[config.mk]
export PLATFORM = sky130hd
export DESIGN_NAME = io_seg_display
export DESIGN_NICKNAME = d
export VERILOG_FILES = /design/src/rtl/io_seg_display.sv
export SDC_FILE = /design/constraint.sdc
export NUM_CORES = 1
export LEC_CHECK = 0
export CELL_PAD_IN_SITES_DETAIL_PLACEMENT = 2
export CELL_PAD_IN_SITES_GLOBAL_PLACEMENT = 2
export CORE_MARGIN = 10
export CORE_UTILIZATION = 32
export CTS_CLUSTER_DIAMETER = 200
export CTS_CLUSTER_SIZE = 12
export DETAILED_ROUTE_END_ITERATION = 16
export GPL_ROUTABILITY_DRIVEN = 0
export PLACE_DENSITY_LB_ADDON = 0.1
export SYNTH_ARGS = -nofsm -noshare
export SYNTH_HDL_FRONTEND = slang
export SYNTH_SLANG_ARGS = --single-unit
[constraint.sdc]
create_clock -name clock -period 3.3 [get_ports clock]
set_clock_uncertainty 0.2 [all_clocks]
set_input_delay 0.495 -clock clock [delete_from_list [all_inputs] [get_ports clock]]
set_output_delay 0.495 -clock clock [all_outputs]
set_load 0.05 [all_outputs]
[src/rtl/io_seg_display.sv]
// Samples three output-port words and shows each as three decimal digits
// on active-low 7-segment registers, using one shared double-dabble engine.
module io_seg_display #(
   parameter int DATA_W   = 8,
   parameter bit BLANK_LZ = 1'b1
) (
   input  logic        clock,
   input  logic        resetn,
   input  logic [31:0] port0,
   input  logic [31:0] port1,
   input  logic [31:0] port2,
   output logic [6:0]  hex0,
   output logic [6:0]  hex1,
   output logic [6:0]  hex2,
   output logic [6:0]  hex3,
   output logic [6:0]  hex4,
   output logic [6:0]  hex5,
   output logic [6:0]  hex6,
   output logic [6:0]  hex7,
   output logic [6:0]  hex8,
   output logic        busy,
   output logic        done,
   output logic [1:0]  done_port
);

   typedef enum logic [1:0] {
      S_IDLE,
      S_LOAD,
      S_SHIFT,
      S_COMMIT
   } state_t;

   localparam logic [6:0] SEG_BLANK = 7'b1111111;
   localparam logic [6:0] SEG_ZERO  = 7'b1000000;

   state_t            r_state;
   state_t            w_state_nxt;
   logic [1:0]        r_idx;
   logic [1:0]        w_idx_inc;
   logic [DATA_W-1:0] r_shadow [3];
   logic [DATA_W-1:0] r_snap;
   logic [DATA_W-1:0] r_bin;
   logic [11:0]       r_bcd;
   logic [3:0]        r_cnt;
   logic [6:0]        r_hex [9];
   logic              r_busy;
   logic              r_done;
   logic [1:0]        r_done_port;
   logic [DATA_W-1:0] w_cur;
   logic [DATA_W-1:0] w_cur_shadow;
   logic [11:0]       w_adj;
   logic [6:0]        w_seg [3];
   logic              w_unused;

   function automatic logic [6:0] f_seg(input logic [3:0] d);
      case (d)
         4'd0:    f_seg = 7'b1000000;
         4'd1:    f_seg = 7'b1111001;
         4'd2:    f_seg = 7'b0100100;
         4'd3:    f_seg = 7'b0110000;
         4'd4:    f_seg = 7'b0011001;
         4'd5:    f_seg = 7'b0010010;
         4'd6:    f_seg = 7'b0000010;
         4'd7:    f_seg = 7'b1111000;
         4'd8:    f_seg = 7'b0000000;
         4'd9:    f_seg = 7'b0010000;
         default: f_seg = SEG_BLANK;
      endcase
   endfunction

   assign w_unused = ^{port0[31:DATA_W], port1[31:DATA_W], port2[31:DATA_W]};

   assign w_idx_inc = (r_idx == 2'd2) ? 2'd0 : r_idx + 2'd1;

   always_comb begin
      w_cur        = port0[DATA_W-1:0];
      w_cur_shadow = r_shadow[0];
      case (r_idx)
         2'd1: begin
            w_cur        = port1[DATA_W-1:0];
            w_cur_shadow = r_shadow[1];
         end
         2'd2: begin
            w_cur        = port2[DATA_W-1:0];
            w_cur_shadow = r_shadow[2];
         end
         default: ;
      endcase
   end

   // add-3 correction applied before each shift
   always_comb begin
      w_adj = r_bcd;
      for (int i = 0; i < 3; i++) begin
         if (r_bcd[4*i +: 4] >= 4'd5)
            w_adj[4*i +: 4] = r_bcd[4*i +: 4] + 4'd3;
      end
   end

   always_comb begin
      w_seg[0] = f_seg(r_bcd[3:0]);
      w_seg[1] = (BLANK_LZ && r_bcd[11:4] == 8'd0) ? SEG_BLANK
                                                    : f_seg(r_bcd[7:4]);
      w_seg[2] = (BLANK_LZ && r_bcd[11:8] == 4'd0) ? SEG_BLANK
                                                    : f_seg(r_bcd[11:8]);
   end

   always_comb begin
      w_state_nxt = r_state;
      unique case (r_state)
         S_IDLE:   if (w_cur != w_cur_shadow) w_state_nxt = S_LOAD;
         S_LOAD:   w_state_nxt = S_SHIFT;
         S_SHIFT:  if (r_cnt == 4'd1) w_state_nxt = S_COMMIT;
         S_COMMIT: w_state_nxt = S_IDLE;
      endcase
   end

   always_ff @(posedge clock) begin
      if (!resetn) begin
         r_state     <= S_IDLE;
         r_idx       <= 2'd0;
         r_busy      <= 1'b0;
         r_done      <= 1'b0;
         r_done_port <= 2'd0;
         r_snap      <= '0;
         r_bin       <= '0;
         r_bcd       <= '0;
         r_cnt       <= 4'd0;
         for (int k = 0; k < 3; k++)
            r_shadow[k] <= '0;
         for (int j = 0; j < 9; j++)
            r_hex[j] <= (j % 3 == 0 || !BLANK_LZ) ? SEG_ZERO : SEG_BLANK;
      end else begin
         r_state <= w_state_nxt;
         r_busy  <= (w_state_nxt != S_IDLE);
         r_done  <= (w_state_nxt == S_COMMIT);
         if (w_state_nxt == S_COMMIT)
            r_done_port <= r_idx;
         unique case (r_state)
            S_IDLE: begin
               if (w_state_nxt == S_IDLE)
                  r_idx <= w_idx_inc;
            end
            S_LOAD: begin
               r_snap <= w_cur;
               r_bin  <= w_cur;
               r_bcd  <= '0;
               r_cnt  <= 4'(DATA_W);
            end
            S_SHIFT: begin
               r_bcd <= {w_adj[10:0], r_bin[DATA_W-1]};
               r_bin <= {r_bin[DATA_W-2:0], 1'b0};
               r_cnt <= r_cnt - 4'd1;
            end
            S_COMMIT: begin
               for (int k = 0; k < 3; k++) begin
                  if (r_idx == 2'(k)) begin
                     r_shadow[k] <= r_snap;
                     for (int j = 0; j < 3; j++)
                        r_hex[3*k+j] <= w_seg[j];
                  end
               end
               r_idx <= w_idx_inc;
            end
         endcase
      end
   end

   assign hex0      = r_hex[0];
   assign hex1      = r_hex[1];
   assign hex2      = r_hex[2];
   assign hex3      = r_hex[3];
   assign hex4      = r_hex[4];
   assign hex5      = r_hex[5];
   assign hex6      = r_hex[6];
   assign hex7      = r_hex[7];
   assign hex8      = r_hex[8];
   assign busy      = r_busy;
   assign done      = r_done;
   assign done_port = r_done_port;

endmodule

==> results by group <==
Drt
  • Initial DRC Count: approximately 130
  • Vias: around 4400
  • DR DRC count: 0
  • Wire per inst: 18.8 um
  • Drt total wl: 17200 um
  • First-pass DRT Iterations: 4
  • DR vias/cell: around 4.8
  • ANT nets after route: 0

CTS
  • CTS buffer count: 17
  • CTS tree: yes
  • Sink Count: 148
  • Post_cts resized: 1
  • Clock Path Buffers: 2
  • Clock-pin slew of the registers on the worst-case setup and hold paths: 0.06 ns
  • Post-CTS Hold Fix Bufs: 0
  • # Post-CTS Setup Buffers: 0
  • CTS HTree Levels: 4
  • Clock Latency Late Sink: 0.43 ns
  • Clock Root Buffer: clkbuf_16

Global routing
  • Grt total ovfl: 0
  • Initial antenna violation count: 0
  • Gr usage total: 0.133
  • M1 GR Usage: 0.158
  • Busiest layer in global routing: met2
  • Largest net degree at the start of global routing: 34
  • First-pass GRT wire length: 27400 um
  • Met2 Usage GRT: 0.230
  • GR Layer Usage met3: 0.0328
  • Vias in the first global route: 4965

Placed design
  • DP Worst Slack: 0.0623 ns
  • Hpwl dp: 12200 um
  • Port bufs: 92

Floorplan
  • FP Rows: 51
  • Die W: between 150 and 200 um
  • I/O pins: 165
  • Core Area: 19500 um2
  • Chip height: 161 um
  • Die area: 26000 um2
  • Initial cell density of the core: 0.327

Critical path
  • Worst path required time: 3.45 ns
  • CP Class: flop to flop
  • Worst setup SP type: flop
  • Crit. End Element: flop
  • Arrival time worst endpoint: between 3 and 4 ns
  • Crit path max fanout: 19

Finish
  • Area delta synth->final: 29.5%
  • Seq. cell area: between 3000 and 4000 um2
  • Share of layout cells above drive strength 1: 0.0998
  • Nets: 769
  • N_diodes: 0
  • Area of the multi-input gates: approximately 2300 um2
  • Layout filler cell count: 2030

Run
  • Max-cap violations: 0

Synth
  • Sequential share of the synthesized area: 0.600
  • Post-Syn Instances: approximately 530
  • Post-synth EDFFs: 87
  • Cell Area, Synth: ~6400 um2
  • Synth Warn #: 0
  • #FFs+latches synth: 148
  • Syn_nets: 660
  • Distinct cells, synth: 53
  • Post-synthesis async set-or-reset flop share: 0
  • Main synth FF type: edfxtp_1
  • Post-synthesis area per instance: approximately 12 um2

Timing
  • Fin Setup TNS: 0 ns
  • Fin. max-slew vios: 0
  • Setup violators final: 0
  • Final hold vios: 0
  • Rel. slew slack: 0.144
  • Fmax: 337 MHz
  • Min cycle time layout: 2.97 ns
  • Unrepaired setup endpoints after global routing: no
  • Least-Margin Pin Slew: between 1 and 1.5 ns
  • Worst setup margin: 0.332 ns
  • Period utilization: 0.900

Power
  • Leak: between 0.003 and 0.004 uW
  • Power Density: 690 nW/um2
  • VDD IR max: 0.427 mV
  • Pwr Total: 5710 uW

Run status
  • Outcome: complete, no violations

Min path
  • Hold crit path type: flop to flop
==> layer usage <==
layer,share of wire,up-vias
li1,-,2113
met1,0.44,2239
met2,0.51,61
met3,0.033,16
met4,0.012,0
met5,0,-
==> final timing paths <==
kind,from,to,slack [ns],cells past startpoint
worst min-delay path,done_port[1],done_port[1],0.28,2
worst min register to register,done_port[1],done_port[1],0.28,2
worst max register to register,r_idx[1],r_idx[0],0.33,9
worst max-delay path,r_idx[1],r_idx[0],0.33,9
==> kinds of logic (layout without fill, tap and decap cells) <==
| group | count (synthesis) | count (layout) | share of synthesized area |
|---|---|---|---|
| adders and majority gates | 33 | 33 | 0.0646 |
| and+or+nand+nor | 140 | 140 | 0.107 |
| buffers and inverters | 52 | 174 | 0.0362 |
| muxes | 32 | 32 | 0.0509 |
| xor gates and xnor gates | 14 | 14 | 0.0192 |
| AOI/OAI and AO/OA | 110 | 110 | 0.122 |
| DFF | 148 | 148 | 0.600 |
==> placed cells by master (no fill, tap or decap), types with 3 or more instances in the layout <==
master           instances
a211oi_1                 7
a21oi_2                  5
buf_4                   19
inv_6                    6
ha_1                    32
a21oi_1                 25
inv_1                   29
dfxtp_1                 61
o31ai_1                  5
xor2_1                   8
clkbuf_16               17
and2_1                  24
nor2b_1                  4
nand2b_1                17
nand3_1                  7
nand2_1                 35
a2bb2oi_1                3
edfxtp_1                87
o22ai_1                  3
mux2i_1                 28
or3_1                    7
xnor2_1                  6
o21a_1                   3
o21ai_0                 20
nor2_1                  40
clkinvlp_4               4
clkdlybuf4s50_1         92
a31oi_1                  3
o211ai_1                 3
a22oi_1                 10
o2111ai_1                3
a32o_1                   3
a22oi_2                  3
==> layout make-up <==
class,count,area share
inverters,29,0.0132
multi-input cells,329,0.281
repair buffers,113,0.133
clock buffers,17,0.0514
flip-flops and latches,148,0.463
clock inverters,15,0.0175
well taps,265,0.0401
==> critical path, cell delays in order, from the launching register on <==
cell     delay [ns]
dfxtp_1        0.33
inv_1          0.11
ha_2           0.52
a22oi_2        0.10
a21oi_1        0.29
xor2_1         0.20
nor4_1         0.49
a21oi_2        0.18
a21oi_2        0.25
mux2i_1        0.21
==> per-stage QoR <==
step / instances / hold slack, ns / utilization / area (um2)
after global routing: 916 / 0.291 / 0.424 / 8270
after global placement: 884 / 0.253 / 0.394 / 7700
after CTS: 916 / 0.282 / 0.424 / 8270
after detailed placement: 884 / 0.271 / 0.394 / 7700
final: 916 / 0.278 / 0.424 / 8270
after floorplan: 529 / 0.246 / - / 6390
==> cell usage after synthesis (10+ instances only) <==
library cell  number  area, um2
and2_1            24        150
ha_1              33        413
mux2i_1           28        280
dfxtp_1           61       1220
a22oi_1           10       75.1
nand2_1           35        131
nor2_1            40        150
a21oi_1           25        125
inv_1             29        109
nand2b_1          17        106
o21ai_0           20        100
edfxtp_1          87       2610
==> where the power goes <==
group | leakage [uW] | internal (uW) | switching (uW)
clock network | 0.000267 | 1060 | 827
registers | 0.00124 | 2110 | 77.3
logic | 0.00150 | 623 | 1020
==> sequential cells by signal (all words and copies together) (netlist names), named ones only <==
| signal | cells |
|---|---|
| r_snap | 8 |
| done | 1 |
| r_idx | 2 |
| busy | 1 |
| r_bin | 8 |
| r_state | 2 |
| r_shadow | 24 |
| w_seg | 7 |
| r_cnt | 4 |
| r_hex | 63 |
| r_bcd | 12 |
| done_port | 2 |
(Power assumes the default switching activity.)
